==> src/rtl/fifo_burst_pkg.sv <==
// Shared definitions for the FIFO burst reader.
// State encoding for the two-state drain FSM and a constant-width helper.
// No logic; imported by fifo_burst_reader.
package fifo_burst_pkg;

   typedef enum logic {
      ST_IDLE = 1'b0,
      ST_SEND = 1'b1
   } state_t;

   // Bits needed to hold values 0..value-1 (at least 1 bit).
   function automatic int clog2(input int value);
      int r;
      r = 0;
      for (int i = 0; i < 31; i++) begin
         if ((1 << i) < value) r = i + 1;
      end
      if (r == 0) r = 1;
      return r;
   endfunction

endpackage

==> src/rtl/fifo_burst_reader.sv <==
// Purpose: drains a FWFT FIFO as framed bursts (valid/ready/last); a burst starts only once all its words are buffered.
// Latency: burst starts the cycle after the FIFO count reaches BURST_LEN; data is the FIFO head word with zero latency.
// Backpressure: m_ready low holds m_valid/m_data/m_last and suppresses the pop; stalls may be arbitrarily long.
//
// Ports:
//   clk, rst          clock, asynchronous active-high reset
//   fifo_rd_ena       FIFO pop (asserted on each accepted beat)
//   fifo_rd_dat       FIFO head word (first-word-fall-through)
//   fifo_rd_empty     FIFO empty flag
//   fifo_dat_cnt      FIFO occupancy, ADDR_WIDTH+1 bits
//   m_valid/m_data/m_last/m_ready   output stream
//   m_len             length of the current (or most recent) burst
//   busy              high while a burst is in progress
//
// Optional: define FIFO_BURST_TIMEOUT_EN to flush a partial burst after
// TIMEOUT_CYC idle cycles with the FIFO non-empty.
module fifo_burst_reader
   import fifo_burst_pkg::*;
#(
   parameter int DATA_WIDTH  = 16,
   parameter int ADDR_WIDTH  = 8,
   parameter int BURST_LEN   = 16,
   parameter int TIMEOUT_CYC = 64
) (
   input  logic                  clk,
   input  logic                  rst,
   output logic                  fifo_rd_ena,
   input  logic [DATA_WIDTH-1:0] fifo_rd_dat,
   input  logic                  fifo_rd_empty,
   input  logic [ADDR_WIDTH:0]   fifo_dat_cnt,
   output logic                  m_valid,
   output logic [DATA_WIDTH-1:0] m_data,
   output logic                  m_last,
   input  logic                  m_ready,
   output logic [ADDR_WIDTH:0]   m_len,
   output logic                  busy
);

   localparam int CW = ADDR_WIDTH + 1;
   localparam logic [CW-1:0] BURST_LEN_C = CW'(BURST_LEN);

   state_t          state;
   logic [CW-1:0]   beat_cnt;
   logic            burst_rdy;
   logic            tmo_hit;

   // Unsigned compare on the full count width so a completely full FIFO qualifies.
   assign burst_rdy   = (fifo_dat_cnt >= BURST_LEN_C);

   assign busy        = (state == ST_SEND);
   // Empty can never be seen mid-burst (pre-qualified, single reader); gating is defensive.
   assign m_valid     = busy && !fifo_rd_empty;
   assign m_data      = fifo_rd_dat;
   assign m_last      = m_valid && (beat_cnt == (m_len - CW'(1)));
   assign fifo_rd_ena = m_valid && m_ready;

`ifdef FIFO_BURST_TIMEOUT_EN
   localparam int TW = clog2(TIMEOUT_CYC + 1);
   localparam logic [TW-1:0] TMO_LAST = TW'(TIMEOUT_CYC - 1);

   logic [TW-1:0] tmo_cnt;

   assign tmo_hit = !fifo_rd_empty && (tmo_cnt == TMO_LAST);

   // Counts idle cycles holding a partial burst; any burst start or an empty FIFO restarts it.
   always_ff @(posedge clk or posedge rst) begin
      if (rst) begin
         tmo_cnt <= '0;
      end else if (busy || fifo_rd_empty || burst_rdy || tmo_hit) begin
         tmo_cnt <= '0;
      end else begin
         tmo_cnt <= tmo_cnt + TW'(1);
      end
   end
`else
   // Partial bursts wait in the FIFO until enough words arrive.
   assign tmo_hit = 1'b0;
`endif

   always_ff @(posedge clk or posedge rst) begin
      if (rst) begin
         state    <= ST_IDLE;
         m_len    <= '0;
         beat_cnt <= '0;
      end else begin
         case (state)
            ST_IDLE: begin
               // A full burst wins over a timeout flush in the same cycle.
               if (burst_rdy) begin
                  state    <= ST_SEND;
                  m_len    <= BURST_LEN_C;
                  beat_cnt <= '0;
               end else if (tmo_hit) begin
                  state    <= ST_SEND;
                  m_len    <= fifo_dat_cnt;
                  beat_cnt <= '0;
               end
            end
            ST_SEND: begin
               if (fifo_rd_ena) begin
                  if (m_last) begin
                     state    <= ST_IDLE;
                     beat_cnt <= '0;
                  end else begin
                     beat_cnt <= beat_cnt + CW'(1);
                  end
               end
            end
            default: state <= ST_IDLE;
         endcase
      end
   end

`ifndef SYNTHESIS
   empty_in_send: assert property (@(posedge clk) disable iff (rst) !(busy && fifo_rd_empty));
   param_legal:   assert property (@(posedge clk) disable iff (rst)
                     (TIMEOUT_CYC >= 1) && (BURST_LEN >= 1) && (BURST_LEN <= (1 << ADDR_WIDTH)));
`endif

endmodule
==> config.mk <==
export PLATFORM = sky130hd
export DESIGN_NAME = fifo_burst_reader
export DESIGN_NICKNAME = d
export VERILOG_FILES = /design/src/rtl/fifo_burst_pkg.sv /design/src/rtl/fifo_burst_reader.sv
export SDC_FILE = /design/constraint.sdc
export NUM_CORES = 1
export LEC_CHECK = 0
export CAP_MARGIN = 20
export CORE_UTILIZATION = 30
export DETAILED_ROUTE_END_ITERATION = 16
export PLACE_DENSITY = 0.75
export SKIP_LAST_GASP = 1
export SYNTH_ARGS = -nofsm -noshare
export SYNTH_HDL_FRONTEND = slang
export SYNTH_SLANG_ARGS = --single-unit
==> constraint.sdc <==
create_clock -name clk -period 1.5 [get_ports clk]
set_input_delay 0.3 -clock clk [delete_from_list [all_inputs] [get_ports clk]]
set_output_delay 0.3 -clock clk [all_outputs]
set_load 0.01 [all_outputs]
==> metrics.md, run 1 <==
| Metric | Value |
|---|---|
| Status | complete, but fails checks |
| Failing checks | setup timing |
| Clk_skew | 2.65 ps |
| FILL cells | 258 |
| Num rows | 18 |
| Worst hold path type | in -> async |
| Clk_lat worst skew | 280 ps |
| Port bufs | 13 |
| WS Path Type | reg -> out |
| Synthesized area per cell | 9.12 um2 |
| Fin area | 987 um2 |
| Crit start category | register |
| Final net count | 136 |
| CTS Buf Count | 3 |
| Crit. path cell count | 5 |
| Die height | 53.1 um |
| Area of the die | 2820 um2 |
| Grt total ovfl | 0 |
| Fmax | 501 MHz |
| Largest net degree at the start of global routing | 12 |
| Inst Count DP | 130 |
| Vias per cell | 4.63 |
| P per Cell Area | 1260 nW/um2 |
| Initial DRC Count | 5 |
| Antenna-violating nets left | 0 |
| R2R depth | 6 |
| CP Capture Type | primary output |
| Share of the synthesized area in the top cell type | 35.1% |
| Initial antenna violation count | 0 |
| Reg2Reg Setup Slack | -230 ps |
| Area contributors post-synth | dfrtp_1 (35%), buf_4 (23%), xor2_1 (5.6%) |
| Post-layout min period | 2000 ps |
| Worst path cell trace | or4b_4 > nor3_4 > o21ai_2 > nor2b_2 > buf_2 |
| Worst slack at placement | -596 ps |
| Non-filler cells, final | 135 |
| HPWL after detailed placement | 1310 um |
| Global-route wire length before repair | 2720 um |
| Sequential-to-total area share from yosys stat | 35.1% |
| Final wirelength | 1690 um |
| Max Slew Vio Count | 0 |
| # diodes | 0 |
| Leak | 0.451 nW |
| Vias in the first global route | 601 |
| Max_cap viols | 0 |
| Drt pass-1 iters | 4 |
| Total GRT Usage | 14.0% |
| Worst EP required | 1200 ps |
| Finish-stage setup viols | 11 |
| Max VDD drop | 0.000692 V |
| Setup ws final | -498 ps |
| Synth cell types | 30 |
| Post-layout util | 39.8% |
| Clock tree sinks | 11 |
| Gpl congestion | 0.857 |
| Worst-path fanout max | 2 |
| Core Region | 2480 um2 |
| Cell taking the most area after synthesis | dfrtp_1 |
| H-tree depth | 1 |
| Synth warn | 0 |
| IO Pins | 58 |
| Mapped Cells | 86 |
| Initial Utilization | 31.7% |
| CP max-delay cell | or4b_4 |
| Vias | 625 |
| DRC | 0 |
| Clk root buf | clkbuf_4 |
| Fraction of layout cells with a size suffix above 1 | 36.2% |
| TritonCTS clock tree | yes |
| Placed cell areas | 936 um2 |
| Cell family contributing the most delay on the critical path | simple AND/OR/NAND/NOR gates |
| Register bit total from synthesis | 11 |
| Post-DR wirelength/cell | 12.5 um |
| CP max stage delay | 550 ps |
| Crit path DAT | 1700 ps |
| Fin Setup TNS | -2190 ps |
| Clock tree buffer depth | 2 |
| RSZ-0062 raised after global routing | true |
| Die width | 53.1 um |
| WP buf/inv | 1 |
| Crit share post-route | 133% |
| Reg clk slew, reported paths | 70 ps |
| Area delta synth->final | 25.8% |
| Final hold violations | 0 |
| Post-Syn Area | 785 um2 |
-- synth_stat cells --
library cell	number
a21oi_1	2
a21oi_4	1
a32o_1	1
and2b_2	1
and3_1	1
and4_1	1
buf_4	24
clkinv_2	1
conb_1	1
dfrtp_1	11
ha_1	1
inv_1	1
nand2_1	4
nand2_2	1
nand2b_1	1
nand3_1	1
nand4_1	3
nor2_1	6
nor2_2	1
nor2b_1	2
nor3_1	1
nor3_2	1
nor3b_1	1
o2111ai_1	2
o21ai_0	6
o21ai_2	1
or2_2	1
or3_1	2
or4b_1	1
xor2_1	5
-- cell usage in the layout, fill, tap and decap left out, types with 2 or more instances in the layout --
cell | Yosys | routed
dfrtp_1 | 11 | 11
nand2_1 | 4 | 3
or3_1 | 2 | 2
clkdlybuf4s50_1 | 0 | 7
nand4_1 | 3 | 3
nor2_1 | 6 | 5
buf_4 | 24 | 19
nand2_2 | 1 | 2
a21oi_1 | 2 | 2
dlygate4sd2_1 | 0 | 2
xor2_1 | 5 | 5
clkbuf_4 | 0 | 3
o21ai_0 | 6 | 4
nor2_2 | 1 | 2
conb_1 | 1 | 8
o2111ai_1 | 2 | 2
o21ai_2 | 1 | 2
-- state kept, by name, indices dropped and copies added, names as in the netlist --
name / count
beat_cnt: 9
busy: 1
m_len: 1
-- where the power goes --
part / internal (mW) / switching (mW) / total, mW
logic: 0.323 / 0.290 / 0.613
registers: 0.374 / 0.0388 / 0.413
clock network: 0.103 / 0.110 / 0.214
total: 0.801 / 0.439 / 1.24
-- metal layers --
metal | vias up | global-route usage [%] | part of all wire (%)
li1 | 299 | - | -
met1 | 296 | 15.9 | 40
met2 | 17 | 23.4 | 50
met3 | 13 | 4.31 | 6.2
met4 | 0 | 7.02 | 4.0
met5 | - | 0 | 0
-- final timing paths --
kind / to / start
hold / removal: beat_cnt[8]$_DFFE_PP0P_ / rst
hold reg to reg: beat_cnt[0]$_DFFE_PP0P_ / beat_cnt[0]$_DFFE_PP0P_
setup / recovery: m_last / beat_cnt[4]$_DFFE_PP0P_
max in group asynchronous: beat_cnt[5]$_DFFE_PP0P_ / rst
setup reg to reg: beat_cnt[6]$_DFFE_PP0P_ / beat_cnt[4]$_DFFE_PP0P_
min in group clk: beat_cnt[0]$_DFFE_PP0P_ / beat_cnt[0]$_DFFE_PP0P_
-- area by class of cell --
type	instances	area (um2)	share of cell area, %
multi-input combinational	56	368	37.3
clock buffer	4	26.3	2.66
timing repair buffer	32	270	27.4
inverter	2	10.0	1.01
sequential	11	275	27.9
tap	30	37.5	3.80
-- timing repair --
| item | CTS | global route |
|---|---|---|
| setup buffers | 2 | 0 |
| hold buffers | 0 | 0 |
| resized for setup | 20 | 4 |
| hold endpoints to repair | 0 | 0 |
| setup endpoints to repair | 15 | 13 |
| pin swaps | 8 | 3 |
-- worst reg2reg max path: stages, from the launching register on --
cell	delay (ps)
dfrtp_1	380
or4b_4	550
nor3_4	140
o21ai_2	90
buf_4	180
a21oi_4	220
nor2_1	70
-- metrics by stage --
step	hold slack [ps]	total power [mW]
final	321	1.24
after global routing	370	1.33
after CTS	335	1.26
after detailed placement	572	1.00
after global placement	567	0.969
after floorplan	152	0.748
-- cells by family (layout without fill, tap and decap cells) --
group	Yosys count	in the layout	share of synthesized area, %
adders and majority gates	1	1	1.59
AOI/OAI and AO/OA	13	13	11.8
and+or+nand+nor	29	29	21.4
xor gates and xnor gates	5	5	5.58
DFF	11	11	35.1
other	1	8	0.478
buffers and inverters	26	38	24.1
Power figures use the tool's default switching activity.
==> inputs of run 2 (changes only) <==
--- a/config.mk
+++ b/config.mk
@@ -7,7 +7,9 @@
 export LEC_CHECK = 0
 export CAP_MARGIN = 20
 export CORE_UTILIZATION = 30
+export CTS_CLUSTER_SIZE = 28
 export DETAILED_ROUTE_END_ITERATION = 16
+export GPL_TIMING_DRIVEN = 1
 export PLACE_DENSITY = 0.75
 export SKIP_LAST_GASP = 1
 export SYNTH_ARGS = -nofsm -noshare
==> results of run 2 <==
Same layout as run 1: the final DEF is identical, and so are final timing and power.
